### config.mk
export PLATFORM = sky130hd
export DESIGN_NAME = barrier_scheduler
export DESIGN_NICKNAME = d
export VERILOG_FILES = /design/src/rtl/barrier_pkg.sv /design/src/rtl/barrier_hit_check.sv /design/src/rtl/barrier_scheduler.sv
export SDC_FILE = /design/constraint.sdc
export NUM_CORES = 1
export LEC_CHECK = 0
export BUFFER_PORTS_ARGS = -buffer_cell sky130_fd_sc_hd__buf_2
export CAP_MARGIN = 20
export CORE_UTILIZATION = 60
export CTS_CLUSTER_DIAMETER = 60
export DETAILED_ROUTE_END_ITERATION = 12
export PLACE_DENSITY = 0.78
export SLEW_MARGIN = 10
export SYNTH_ARGS = -nofsm -noshare
export SYNTH_HDL_FRONTEND = slang
export SYNTH_HIERARCHICAL = 1
export SYNTH_SLANG_ARGS = --single-unit
### constraint.sdc
create_clock -name Clk -period 7.5 [get_ports Clk]
set_input_delay 1.5 -clock Clk [delete_from_list [all_inputs] [get_ports Clk]]
set_output_delay 1.5 -clock Clk [all_outputs]
set_load 0.01 [all_outputs]
### src/rtl/barrier_pkg.sv
// Shared types and geometry helpers for the barrier collision scheduler.
// All geometry is 11-bit unsigned: subtractions clamp at 0, additions carry
// into bit 10 so they never wrap.
package barrier_pkg;

    typedef struct packed {
        logic [9:0] x;
        logic [9:0] y;
        logic [9:0] hh;
        logic [9:0] lh;
        logic       en;
    } barrier_t;

    // Frame snapshot of both tanks and both bullets.
    typedef struct packed {
        logic [9:0] p1x, p1y, p2x, p2y, psz;
        logic [9:0] b1x, b1y, b2x, b2y, bsz;
    } snap_t;

    localparam logic [3:0] COLL_NONE   = 4'b0000;
    localparam logic [3:0] COLL_RIGHT  = 4'b0001;
    localparam logic [3:0] COLL_LEFT   = 4'b0010;
    localparam logic [3:0] COLL_BOTTOM = 4'b0100;
    localparam logic [3:0] COLL_TOP    = 4'b1000;

    typedef enum logic [1:0] {ST_IDLE, ST_SCAN, ST_DRAIN, ST_PUBLISH} sched_state_t;

    function automatic logic [10:0] sub_cl(input logic [9:0] a, input logic [9:0] b);
        return (a > b) ? {1'b0, a - b} : 11'd0;
    endfunction

    function automatic logic [10:0] add_nw(input logic [9:0] a, input logic [9:0] b);
        return {1'b0, a} + {1'b0, b};
    endfunction

    // Side code of a mover (centre cx,cy, half-size s) against one barrier.
    // "Right" means the mover's right edge reached the barrier's left face
    // while its centre is still at or left of that face; the other sides
    // mirror this. Tests run right, left, bottom, top; first match wins.
    function automatic logic [3:0] side_code(input barrier_t b, input logic [9:0] cx,
                                             input logic [9:0] cy, input logic [9:0] s);
        logic [10:0] el, er, et, eb, ml, mr, mt, mb, px, py;
        logic vo, ho;
        el = sub_cl(b.x, b.lh);
        er = add_nw(b.x, b.lh);
        et = sub_cl(b.y, b.hh);
        eb = add_nw(b.y, b.hh);
        ml = sub_cl(cx, s);
        mr = add_nw(cx, s);
        mt = sub_cl(cy, s);
        mb = add_nw(cy, s);
        px = {1'b0, cx};
        py = {1'b0, cy};
        vo = (mb >= et) && (mt <= eb);
        ho = (mr >= el) && (ml <= er);
        if (!b.en)                             return COLL_NONE;
        if (vo && (mr >= el) && (px <= el))    return COLL_RIGHT;
        if (vo && (ml <= er) && (px >= er))    return COLL_LEFT;
        if (ho && (mb >= et) && (py <= et))    return COLL_BOTTOM;
        if (ho && (mt <= eb) && (py >= eb))    return COLL_TOP;
        return COLL_NONE;
    endfunction

    // Bullet box overlaps barrier box (inclusive edges).
    function automatic logic bullet_hit(input barrier_t b, input logic [9:0] cx,
                                        input logic [9:0] cy, input logic [9:0] s);
        return b.en
            && (add_nw(cx, s) >= sub_cl(b.x, b.lh)) && (sub_cl(cx, s) <= add_nw(b.x, b.lh))
            && (add_nw(cy, s) >= sub_cl(b.y, b.hh)) && (sub_cl(cy, s) <= add_nw(b.y, b.hh));
    endfunction

endpackage

### src/rtl/barrier_hit_check.sv
// Single shared hit-check unit: one barrier against the frame snapshot,
// results registered with one cycle of latency.
module barrier_hit_check
    import barrier_pkg::*;
(
    input  logic       Clk,
    input  logic       Reset_n,
    input  barrier_t   i_bar,
    input  snap_t      i_snap,
    output logic [3:0] o_p1_code,
    output logic [3:0] o_p2_code,
    output logic       o_b1_hit,
    output logic       o_b2_hit
);

    logic [3:0] r_p1, r_p2;
    logic       r_b1, r_b2;

    // Evaluate all four movers against the issued barrier.
    always_ff @(posedge Clk or negedge Reset_n) begin
        if (!Reset_n) begin
            r_p1 <= COLL_NONE;
            r_p2 <= COLL_NONE;
            r_b1 <= 1'b0;
            r_b2 <= 1'b0;
        end else begin
            r_p1 <= side_code(i_bar, i_snap.p1x, i_snap.p1y, i_snap.psz);
            r_p2 <= side_code(i_bar, i_snap.p2x, i_snap.p2y, i_snap.psz);
            r_b1 <= bullet_hit(i_bar, i_snap.b1x, i_snap.b1y, i_snap.bsz);
            r_b2 <= bullet_hit(i_bar, i_snap.b2x, i_snap.b2y, i_snap.bsz);
        end
    end

    assign o_p1_code = r_p1;
    assign o_p2_code = r_p2;
    assign o_b1_hit  = r_b1;
    assign o_b2_hit  = r_b2;

endmodule

### src/rtl/barrier_scheduler.sv
// Per-frame barrier collision sequencer: scans the barrier table through one
// shared hit checker and publishes merged results once per frame.
// Optional: define BARRIER_DESTRUCT_EN to disable barriers hit by a bullet.
module barrier_scheduler
    import barrier_pkg::*;
#(
    parameter int NUM_BARRIERS = 8,
    parameter int IDX_W        = $clog2(NUM_BARRIERS)
) (
    input  logic             Clk,
    input  logic             Reset_n,
    input  logic             frame_start,
    input  logic [9:0]       BallX,
    input  logic [9:0]       BallY,
    input  logic [9:0]       Ball2X,
    input  logic [9:0]       Ball2Y,
    input  logic [9:0]       Ball_Size,
    input  logic [9:0]       BulletX,
    input  logic [9:0]       BulletY,
    input  logic [9:0]       Bullet2X,
    input  logic [9:0]       Bullet2Y,
    input  logic [9:0]       Bullet_Size,
    input  logic             cfg_we,
    input  logic [IDX_W-1:0] cfg_idx,
    input  logic [9:0]       cfg_x,
    input  logic [9:0]       cfg_y,
    input  logic [9:0]       cfg_hh,
    input  logic [9:0]       cfg_lh,
    input  logic             cfg_en,
    output logic             cfg_ready,
    output logic [3:0]       player_1_collision,
    output logic [3:0]       player_2_collision,
    output logic             bullet_1_collision,
    output logic             bullet_2_collision,
    output logic             busy,
    output logic             done,
    output logic             overrun
);

    sched_state_t     r_state;
    logic [IDX_W-1:0] r_idx;
    snap_t            r_snap;
    barrier_t         r_tab [NUM_BARRIERS];
    logic             r_chk_vld;
    logic [3:0]       r_acc_p1, r_acc_p2, r_out_p1, r_out_p2;
    logic             r_acc_b1, r_acc_b2, r_out_b1, r_out_b2;
    logic             r_done, r_overrun;
    logic [3:0]       w_p1, w_p2;
    logic             w_b1, w_b2;
    barrier_t         w_bar;
`ifdef BARRIER_DESTRUCT_EN
    logic [IDX_W-1:0]        r_chk_idx;
    logic [NUM_BARRIERS-1:0] r_kill;
`endif

    assign w_bar = r_tab[r_idx];

    barrier_hit_check u_chk (
        .Clk       (Clk),
        .Reset_n   (Reset_n),
        .i_bar     (w_bar),
        .i_snap    (r_snap),
        .o_p1_code (w_p1),
        .o_p2_code (w_p2),
        .o_b1_hit  (w_b1),
        .o_b2_hit  (w_b2)
    );

    // Barrier table: cfg writes only while idle; optional bullet destruction at publish.
    always_ff @(posedge Clk or negedge Reset_n) begin
        if (!Reset_n) begin
            for (int i = 0; i < NUM_BARRIERS; i++) r_tab[i] <= '0;
        end else if (r_state == ST_IDLE) begin
            if (cfg_we && int'(cfg_idx) < NUM_BARRIERS)
                r_tab[cfg_idx] <= '{x: cfg_x, y: cfg_y, hh: cfg_hh, lh: cfg_lh, en: cfg_en};
`ifdef BARRIER_DESTRUCT_EN
        end else if (r_state == ST_PUBLISH) begin
            for (int i = 0; i < NUM_BARRIERS; i++)
                if (r_kill[i]) r_tab[i].en <= 1'b0;
`endif
        end
    end

    // Scan FSM, accumulators and registered outputs.
    always_ff @(posedge Clk or negedge Reset_n) begin
        if (!Reset_n) begin
            r_state   <= ST_IDLE;
            r_idx     <= '0;
            r_snap    <= '0;
            r_chk_vld <= 1'b0;
            r_acc_p1  <= COLL_NONE;
            r_acc_p2  <= COLL_NONE;
            r_acc_b1  <= 1'b0;
            r_acc_b2  <= 1'b0;
            r_out_p1  <= COLL_NONE;
            r_out_p2  <= COLL_NONE;
            r_out_b1  <= 1'b0;
            r_out_b2  <= 1'b0;
            r_done    <= 1'b0;
            r_overrun <= 1'b0;
`ifdef BARRIER_DESTRUCT_EN
            r_chk_idx <= '0;
            r_kill    <= '0;
`endif
        end else begin
            r_done    <= 1'b0;
            r_chk_vld <= (r_state == ST_SCAN);
`ifdef BARRIER_DESTRUCT_EN
            r_chk_idx <= r_idx;
`endif
            // Checker result for the entry issued last cycle.
            if (r_chk_vld) begin
                if (r_acc_p1 == COLL_NONE) r_acc_p1 <= w_p1;
                if (r_acc_p2 == COLL_NONE) r_acc_p2 <= w_p2;
                r_acc_b1 <= r_acc_b1 | w_b1;
                r_acc_b2 <= r_acc_b2 | w_b2;
`ifdef BARRIER_DESTRUCT_EN
                if (w_b1 || w_b2) r_kill[r_chk_idx] <= 1'b1;
`endif
            end
            if (r_state != ST_IDLE && frame_start) r_overrun <= 1'b1;
            case (r_state)
                ST_IDLE: if (frame_start) begin
                    r_snap   <= '{p1x: BallX, p1y: BallY, p2x: Ball2X, p2y: Ball2Y, psz: Ball_Size,
                                 b1x: BulletX, b1y: BulletY, b2x: Bullet2X, b2y: Bullet2Y,
                                 bsz: Bullet_Size};
                    r_acc_p1 <= COLL_NONE;
                    r_acc_p2 <= COLL_NONE;
                    r_acc_b1 <= 1'b0;
                    r_acc_b2 <= 1'b0;
`ifdef BARRIER_DESTRUCT_EN
                    r_kill   <= '0;
`endif
                    r_idx    <= '0;
                    r_state  <= ST_SCAN;
                end
                ST_SCAN: begin
                    if (r_idx == IDX_W'(NUM_BARRIERS - 1)) begin
                        r_idx   <= '0;
                        r_state <= ST_DRAIN;
                    end else begin
                        r_idx <= r_idx + 1'b1;
                    end
                end
                ST_DRAIN: r_state <= ST_PUBLISH;
                ST_PUBLISH: begin
                    r_out_p1 <= r_acc_p1;
                    r_out_p2 <= r_acc_p2;
                    r_out_b1 <= r_acc_b1;
                    r_out_b2 <= r_acc_b2;
                    r_done   <= 1'b1;
                    r_state  <= ST_IDLE;
                end
                default: r_state <= ST_IDLE;
            endcase
        end
    end

    assign busy               = (r_state != ST_IDLE);
    assign cfg_ready          = !busy;
    assign done               = r_done;
    assign overrun            = r_overrun;
    assign player_1_collision = r_out_p1;
    assign player_2_collision = r_out_p2;
    assign bullet_1_collision = r_out_b1;
    assign bullet_2_collision = r_out_b2;

endmodule

==> results.ini, run 1 <==
[run_status]
status=completed

[min_path]
min_to=overrun$_DFFE_PN0P_
hold_path_class=reg2reg
hold_path_depth=1
hold_start=overrun$_DFFE_PN0P_

[die]
die_area_um2=57300
core_area_um2=55400
num_io_pins=162
start_util=0.610
core.rowCount=86
dieWidth_um=239
die_h_um=239

[setup_path]
slowest_stage=dfrtp_4
r2r_cells=20
critPathTopFamily=compound AO/OA/AOI/OAI gates
endpoint_kind=flip-flop
worst-path-max-fanout=38
reg2reg_slack_ns=1.33
critPathKind=reg2reg
r2r-end=u_chk/o_p1_code[3]$_DFF_PN0_
r2r-start=r_idx[0]$_DFFE_PN0P_
cp.arrival_ns=6.67
critPathBufInv=1
startpoint_type=flip-flop
crit_top_cell=a21oi_1
cpPeakStageDelay_ns=0.95
worstPathCellList=buf_4 > mux4_2 > mux2_2 > ha_1 > a21oi_1 > o22ai_1 > nor2_1 > o21bai_1 > a21oi_1 > nor2_1 > nand2_1 > ha_1 > a21oi_1 > o21a_1 > o31ai_1 > a41oi_1 > a32o_1 > a21o_1 > a21oi_1 > nor4_1
cp.required_ns=7.99

[timing]
worstMarginPinSlew_ns=1.06
rsz0062_at_grt=no
relSlewSlack=0.292
setup_viol=0
finalHoldViolations=0
fin_crit_ns=6.17
slew_violations=0
fin_crit_sh=0.823
fin_tns_setup_ns=0
fin_skew_ns=0.0440
fmax_mhz=162

[route]
drtIter0Drc=1850
dr.pass1.iters=7
vias=25600
avgViaCountPerCell=6.26
routed_wl_um=97200
postRouteAntennaNets=0
wl_per_cell_um=23.8
drc=0

[yosys]
netlist.area_leader.share=0.345
yosys.area_share.simple=0.114
yosys_warnings=6
syn_avg_cell_area_um2=10.7
synth_compound_area_frac=0.100
synth_area_um2=33800
synth.largest_area_cell=dfrtp_1
synthTopCellsByArea=dfrtp_1 34%, ha_1 16%, mux2_2 10%, mux4_2 5.5%, nand2_1 3.9%
syn_nets=3775
ys_types=86
synth_flop_cell=dfrtp_1
synth_top_family_by_area=multiplexers
synthCells=3163
synth-async-reset-ratio=1.00
synth_fa_ha_area_frac=0.176
synth_seq_cells=466
seq_area_frac_synth=0.345
synth_edf_count=0
synth-xor-area-share=0.0342
muxShareOfSynthArea=0.190

[clock_network]
cts_hold_buf=0
cts-root-buf=clkbuf_16
tritoncts=done
cts_buffers=51
clk-insertion-delay-late_ns=0.64
htree_levels=2
numClockSinks=466
cts_resized=0
path_clk_slew_ns=0.06
clock_tree.buffer_depth=3
post_cts.repair.setup_buffers=0

[grt]
grt_first_pass_wirelength_um=150000
overflow=0
grt_pass1_vias=26500
grt_max_degree=162
antenna_found_initial=4
grt_use_total=0.342

[layout]
fillers=4143
drive_above_1_share=0.235
nets=3903
area_delta_synth_final_pct=9.60

[placed_design]
place_hpwl_um=69900
gp_congestion=0.975
port-buffer-count=161

[run]
maxCapViolations=0

==> cell usage in the layout, fill, tap and decap left out, drive strengths merged, types with 8 or more instances in the layout <==
cell / count
mux4: 82
o211ai: 10
clkinv: 15
and2: 8
nor3: 42
nand3: 45
xor2: 20
mux2: 380
o31ai: 17
a2111oi: 11
a21oi: 158
nand2b: 44
o21bai: 33
ha: 444
or3: 17
and3: 15
nor3b: 15
nor2: 155
nand4: 39
a211o: 8
or4: 9
a31oi: 17
nor4: 13
a211oi: 24
buf: 200
fa: 20
dfrtp: 466
clkbuf: 67
o31a: 8
a21o: 57
nand2: 352
o21a: 21
xnor2: 112
o21ai: 91
nor2b: 38
inv: 181
==> layout make-up <==
cell class              instances  area [um^2]  share of cell area
repair buffers                200         1130              0.0306
flip-flops and latches        466        11700               0.315
clock inverters                28          390              0.0105
inverters                     175          657              0.0177
multi-input cells            2397        20900               0.563
clock buffers                  67         1410              0.0379
diodes                          2         5.00            0.000135
well taps                     748          936              0.0252
==> worst register-to-register path, cell delays in order (launching register included) <==
cell and delay (ns):
dfrtp_4 0.95, buf_4 0.37, mux4_2 0.52, mux2_2 0.33, ha_1 0.44, a21oi_1 0.16, o22ai_1 0.15, nor2_1 0.09
o21bai_1 0.14, a21oi_1 0.10, nor2_1 0.43, nand2_1 0.40, ha_1 0.44, a21oi_1 0.16, o21a_1 0.14, o31ai_1 0.08
a41oi_1 0.28, a32o_1 0.30, a21o_1 0.13, a21oi_1 0.09, nor4_1 0.34
==> metrics by stage <==
stage,cells,util,hold WS (ns),area [um^2],setup WS [ns]
floorplan,3163,-,0.443,33800,2.50
global placement,3985,0.636,0.436,35300,1.64
detailed placement,3986,0.636,0.444,35300,1.45
CTS,4081,0.669,0.457,37100,1.39
global route,4082,0.669,0.488,37100,0.836
finish,4083,0.669,0.470,37100,1.33
==> cells by family (layout without fill, tap and decap cells) <==
family	Yosys count	after routing
AND/OR/NAND/NOR	820	820
AO/OA/AOI/OAI	518	518
flip-flops	466	466
adder cells (fa/ha/maj)	465	465
multiplexers	462	462
buffers and inverters	300	470
XOR/XNOR	132	132
other	0	2
==> cell usage after synthesis (57+ instances only) <==
cell type / n
mux2_4: 80
dfrtp_1: 466
xnor2_1: 112
nand2_1: 352
clkbuf_1: 65
mux2_2: 300
o21ai_0: 85
ha_1: 444
a21oi_1: 157
nor2_1: 154
a21o_1: 57
mux4_2: 82
inv_1: 174
==> registers in the layout (all words and copies together), names as in the netlist, 2 cells and up <==
register	flops
r_acc_p1	4
player_1_collision	4
r_state	2
player_2_collision	4
u_chk/o_p1_code	4
r_tab	328
r_acc_p2	4
r_snap	100
u_chk/o_p2_code	4
r_idx	3
==> metal layers <==
layer  track usage  vias to the layer above  wire (um)
met4         0.172                        6       4840
met3        0.0566                      262       5610
met1         0.436                    12900      41000
met2         0.564                      841      45700
met5             0                        -         34
li1              -                    11600          -
==> how the worst max path moves through the flow <==
| stage | startpoint | end | slack [ns] | cells past startpoint |
|---|---|---|---|---|
| after global placement | r_idx[0]$_DFFE_PN0P_ | u_chk/o_p1_code[2]$_DFF_PN0_ | 1.64 | 17 |
| after global routing | r_idx[0]$_DFFE_PN0P_ | u_chk/o_p1_code[3]$_DFF_PN0_ | 0.84 | 20 |
| after CTS | r_idx[0]$_DFFE_PN0P_ | u_chk/o_p1_code[3]$_DFF_PN0_ | 1.39 | 20 |
| after detailed placement | r_idx[0]$_DFFE_PN0P_ | u_chk/o_p1_code[3]$_DFF_PN0_ | 1.45 | 20 |
| after floorplan | r_idx[0]$_DFFE_PN0P_ | u_chk/o_p1_code[2]$_DFF_PN0_ | 2.50 | 25 |
| final | r_idx[0]$_DFFE_PN0P_ | u_chk/o_p1_code[3]$_DFF_PN0_ | 1.33 | 20 |
Power of run 1 is not shown: default switching activity piles up to over one toggle a cycle in this logic, so the estimate is an artifact.
==> inputs of run 2 (changes only) <==
- CORE_UTILIZATION: 60 -> 57
- clock period: 7.5 -> 5.2 ns (I/O delays scaled with it)
==> results.ini, run 2 (same netlist as run 1, synthesis figures left out) <==
[layout]
fillers=4348  ; +4.9%
nets=4066  ; +4.2%
layout_commonest_cell=dfrtp_1
top_register=r_tab
area_delta_synth_final_pct=14.9
largest_reg_flops=328  ; unchanged
drive_above_1_share=0.283  ; +0.0485
final_cell_mix=462 x dfrtp_1, 440 x ha_1, 343 x nand2_1
reg_top3=r_tab: 328 flops, r_snap: 100 flops
final_core_util=0.669  ; about the same

[grt]
grt_first_pass_wirelength_um=149000  ; -0.64%
grt_max_degree=124  ; -23%
grt_use_total=0.321  ; -0.0212
antenna_found_initial=7  ; +3
grt_pass1_vias=26100  ; -1.6%
overflow=0  ; unchanged

[timing]
worstMarginPinSlew_ns=1.04  ; -0.0262 ns
fin_crit_ns=5.07  ; -1.11 ns
fmax_mhz=197  ; +22%
setup_viol=0  ; unchanged
finalHoldViolations=0  ; unchanged
relSlewSlack=0.309  ; +0.0174
slew_violations=0  ; unchanged
fin_skew_ns=0.0490  ; +0.00501 ns
fin_tns_setup_ns=0  ; unchanged
fin_crit_sh=0.975  ; +0.152
rsz0062_at_grt=yes

[route]
wl_per_cell_um=22.8  ; -4.0%
drc=0  ; unchanged
dr.pass1.iters=8  ; +1
avgViaCountPerCell=6.16  ; -1.6%
vias=26300  ; +2.8%
drtIter0Drc=2213  ; +20%
postRouteAntennaNets=0  ; unchanged
routed_wl_um=97500  ; +0.30%

[run]
maxCapViolations=0  ; unchanged

[die]
num_io_pins=162  ; unchanged
core.rowCount=88  ; +2.3%
die_h_um=246  ; +2.6%
core_area_um2=58100  ; +4.9%
start_util=0.582  ; -0.0286
dieWidth_um=246  ; +2.6%
die_area_um2=60300  ; +5.2%

[placed_design]
place_hpwl_um=69100  ; -1.1%
gp_congestion=0.981  ; +0.59%
port-buffer-count=161  ; unchanged

[setup_path]
cp.arrival_ns=5.55  ; -1.12 ns
worst-path-max-fanout=7  ; -82%
cp.required_ns=5.68  ; -2.31 ns
critPathKind=reg2reg
endpoint_kind=flip-flop
reg2reg_slack_ns=0.13  ; -1.19 ns
r2r_cells=19  ; -5.0%
r2r-end=u_chk/o_p1_code[0]$_DFF_PN0_
slowest_stage=mux4_2
worstSetupStartpoint=r_idx[0]$_DFFE_PN0P_
worstPathCellList=buf_12 > mux4_2 > mux2_2 > ha_1 > nor2b_1 > o31ai_2 > a21o_1 > a21oi_1 > or2_2 > a31oi_1 > xnor2_1 > nand2_2 > buf_4 > ha_1 > nand3_1 > o221ai_1 > a21oi_1 > o311ai_0 > and3_1
r2r-start=r_idx[0]$_DFFE_PN0P_
crit_end=u_chk/o_p1_code[0]$_DFF_PN0_
startpoint_type=flip-flop
cpPeakStageDelay_ns=0.56  ; -0.39 ns

[clock_network]
cts_buffers=55  ; +7.8%
htree_levels=2  ; unchanged
clock_tree.buffer_depth=3  ; unchanged
numClockSinks=466  ; unchanged
clk-insertion-delay-late_ns=0.65  ; about the same
cts-root-buf=clkbuf_16
tritoncts=done
path_clk_slew_ns=0.06  ; about the same
cts_hold_buf=0  ; unchanged

[min_path]
hold_path_class=reg2reg

[run_status]
status=completed

[run 2: cell types whose count changed in the layout (fill, tap and decap cells not counted), sizes merged]
cell | previous run | this run
bufinv | 6 | 7
clkinvlp | 1 | 2
inv | 181 | 183
clkinv | 15 | 14
diode | 2 | 4
clkbuf | 67 | 71
buf | 200 | 357
[run 2: metal layers]
metal | track usage | share of wire | up-vias
met5 | 0 | 0.00034 | -
met3 | 0.0566 | 0.075 | 260
met4 | 0.141 | 0.044 | 6
met1 | 0.424 | 0.41 | 13000
li1 | - | - | 12000
met2 | 0.517 | 0.47 | 1088
[run 2: through the flow]
step           std cells  cell area [um^2]  hold WS, ns  setup slack (ns)
2_1_floorplan       3163             33800        0.443             0.197
3_3_place_gp        4146             36500        0.437          -0.00611
3_5_place_dp        4146             36500        0.447            -0.115
4_1_cts             4247             38500        0.460           0.00299
5_1_grt             4265             38900        0.497           -0.0365
6_report            4266             38900        0.456             0.131
[run 2: final cells by class]
class | count | area (um^2) | share of cell area
Clock buffer | 69 | 1490 | 0.0383
Clock inverter | 31 | 447 | 0.0115
Multi-Input combinational cell | 2397 | 21100 | 0.543
Antenna cell | 4 | 10.0 | 0.000258
Inverter | 175 | 657 | 0.0169
Sequential cell | 466 | 11700 | 0.300
Tap cell | 765 | 957 | 0.0246
Timing Repair Buffer | 359 | 2520 | 0.0649
[run 2: worst min path at each step]
stage / start / end / depth (start not counted)
after floorplan: u_chk/o_p2_code[2]$_DFF_PN0_ / r_acc_p2[2]$_DFF_PN0_ / 1
after global placement: overrun$_DFFE_PN0P_ / overrun$_DFFE_PN0P_ / 1
after detailed placement: overrun$_DFFE_PN0P_ / overrun$_DFFE_PN0P_ / 1
after CTS: overrun$_DFFE_PN0P_ / overrun$_DFFE_PN0P_ / 1
after global routing: overrun$_DFFE_PN0P_ / overrun$_DFFE_PN0P_ / 1
final: overrun$_DFFE_PN0P_ / overrun$_DFFE_PN0P_ / 1
[run 2: critical path: cells and delay by family, from the launching register on]
kind / cells / cell delay (ns)
and+or+nand+nor: 5 / 1.05
buffers and inverters: 2 / 0.36
DFF: 1 / 0.53
adders and majority gates: 2 / 0.60
muxes: 2 / 0.88
AOI/OAI and AO/OA: 7 / 1.30
xor gates and xnor gates: 1 / 0.18
[run 2: repair_timing]
item	CTS	global route
buffers inserted	1	13
setup endpoints to repair	8	10
resized for setup	8	56
pin swaps	0	21
gates cloned	0	1
Power of run 2 is left out for the same reason.
==> inputs of run 3 (changes only) <==
- GPL_TIMING_DRIVEN: default -> 0
==> results.ini, run 3 (same netlist as run 1, synthesis figures left out) <==
[run_status]
status=finished, violations left
violations=setup timing

[layout]
drive_above_1_share=0.284  ; +0.000406
final_cell_mix=462 x dfrtp_1, 428 x ha_1, 337 x nand2_1
area_delta_synth_final_pct=15.9
largest_reg_flops=328  ; unchanged
nets=4059  ; -0.17%
final_core_util=0.674  ; +0.00568
layout_commonest_cell=dfrtp_1
instances_no_fill=4262  ; -0.094%
reg_top3=r_tab: 328 flops, r_snap: 100 flops
top_register=r_tab

[clock_network]
path_clk_slew_ns=0.06  ; about the same
clk-insertion-delay-late_ns=0.63  ; -0.02 ns
cts-root-buf=clkbuf_16
htree_levels=2  ; unchanged
tritoncts=done
clock_tree.buffer_depth=3  ; unchanged
numClockSinks=466  ; unchanged
cts_buffers=53  ; -3.6%

[timing]
fin_skew_ns=0.0500  ; +0.00100 ns
relSlewSlack=0.211  ; -0.0981
rsz0062_at_grt=yes
slew_violations=0  ; unchanged
fmax_mhz=185  ; -6.2%
fin_crit_ns=5.40  ; +0.335 ns
fin_crit_sh=1.04  ; +0.0645
setup_viol=8  ; +8
worstMarginPinSlew_ns=1.17  ; +0.139 ns
finalHoldViolations=0  ; unchanged
hold_slack_ns=0.386  ; -0.0697 ns
timing.final.ws_setup_ns=-0.204  ; -0.335 ns

[grt]
overflow=0  ; unchanged
grt_use_total=0.329  ; +0.00832
grt_max_degree=112  ; -9.7%
grt_first_pass_wirelength_um=152000  ; +1.9%
grt_pass1_vias=26700  ; +2.4%
antenna_found_initial=6  ; -1

[setup_path]
worst-path-max-fanout=5  ; -2
worstPathCellList=buf_6 > buf_12 > mux4_2 > mux2_4 > inv_4 > ha_4 > inv_2 > fa_2 > a21o_1 > a21oi_2 > buf_4 > buf_4 > o21bai_1 > a21oi_1 > xnor2_1 > nand2_4 > ha_4 > nand4_1 > o31ai_2 > a41oi_2 > a32o_2 > a21o_1 > a21oi_4 > nor4_2
critPathKind=reg2reg
slowest_stage=mux4_2
cpPeakStageDelay_ns=0.54  ; -0.02 ns
startpoint_type=flip-flop
critPathTopFamily=compound AO/OA/AOI/OAI gates
endpoint_kind=flip-flop
cp.arrival_ns=5.92  ; +0.37 ns
cp.required_ns=5.71  ; +0.03 ns
critPathBufInv=6  ; +4

[die]
die_area_um2=60300  ; unchanged
dieWidth_um=246  ; unchanged
num_io_pins=162  ; unchanged
die_h_um=246  ; unchanged
core_area_um2=58100  ; unchanged
core.rowCount=88  ; unchanged
start_util=0.582  ; unchanged

[route]
drtIter0Drc=2044  ; -7.6%
wl_per_cell_um=23.4  ; +2.4%
vias=26500  ; +0.70%
drc=0  ; unchanged
avgViaCountPerCell=6.21  ; +0.79%
routed_wl_um=99700  ; +2.3%
dr.pass1.iters=5  ; -3
postRouteAntennaNets=0  ; unchanged

[placed_design]
port-buffer-count=161  ; unchanged
post-place-cells=4096  ; -1.2%
place_hpwl_um=68700  ; -0.59%
gp_congestion=1.01  ; +3.4%

[min_path]
hold_path_class=in2async

[run]
maxCapViolations=0  ; unchanged

run 3: final cells by class:
type	instances	area, um^2
fill	4244	18900
buffer	120	838
timing repair buffer	233	1560
antenna	5	12.5
tap	765	957
inverter	175	663
clock inverter	32	330
sequential	466	11700
multi-input combinational	2398	21700
clock buffer	68	1490
run 3: per-layer routing:
metal	GRT usage	vias to the layer above	wire length, um
met4	0.182	2	5960
li1	-	11900	-
met1	0.419	13000	39800
met2	0.532	1124	46200
met3	0.0592	368	7770
met5	0	-	17
run 3: stage by stage:
step / instance area [um^2] / setup WS (ns) / TNS (ns)
3_3_place_gp: 35600 / -6.24 / -2895.25
3_5_place_dp: 35700 / -1.50 / -12.38
4_1_cts: 38600 / -0.0173 / -0.0173
5_1_grt: 39200 / -0.338 / -2.16
2_1_floorplan: 33800 / 0.197 / 0
6_report: 39200 / -0.204 / -1.05
run 3: repair_timing:
item	4_1_cts	5_1_grt
resized for setup	147	80
setup buffers	44	19
hold buffers	0	0
setup endpoints to repair	10	10
pin swaps	28	42
cloned	3	0
run 3: final timing paths:
| path | endpoint | slack [ns] | cells past startpoint | startpoint |
|---|---|---|---|---|
| worst max-delay path | u_chk/o_p1_code[2]$_DFF_PN0_ | -0.20 | 24 | r_idx[0]$_DFFE_PN0P_ |
| worst min-delay path | r_tab[125]$_DFFE_PN0P_ | 0.39 | 1 | Reset_n |
| worst max register to register | u_chk/o_p1_code[2]$_DFF_PN0_ | -0.20 | 24 | r_idx[0]$_DFFE_PN0P_ |
| worst min register to register | overrun$_DFFE_PN0P_ | 0.45 | 1 | overrun$_DFFE_PN0P_ |
| max in group asynchronous | r_tab[263]$_DFFE_PN0P_ | 3.39 | 3 | Reset_n |
| min in group Clk | overrun$_DFFE_PN0P_ | 0.45 | 1 | overrun$_DFFE_PN0P_ |
run 3: worst register-to-register path, cell delays in order (launching register included):
cell and delay (ns):
dfrtp_2 0.49, buf_6 0.16, buf_12 0.12, mux4_2 0.54, mux2_4 0.34, inv_4 0.07
ha_4 0.13, inv_2 0.04, fa_2 0.38, a21o_1 0.20, a21oi_2 0.20, buf_4 0.14
buf_4 0.10, o21bai_1 0.07, a21oi_1 0.17, xnor2_1 0.20, nand2_4 0.16, ha_4 0.31
nand4_1 0.14, o31ai_2 0.35, a41oi_2 0.17, a32o_2 0.34, a21o_1 0.21, a21oi_4 0.18
nor4_2 0.07
Power of run 3 is left out for the same reason.
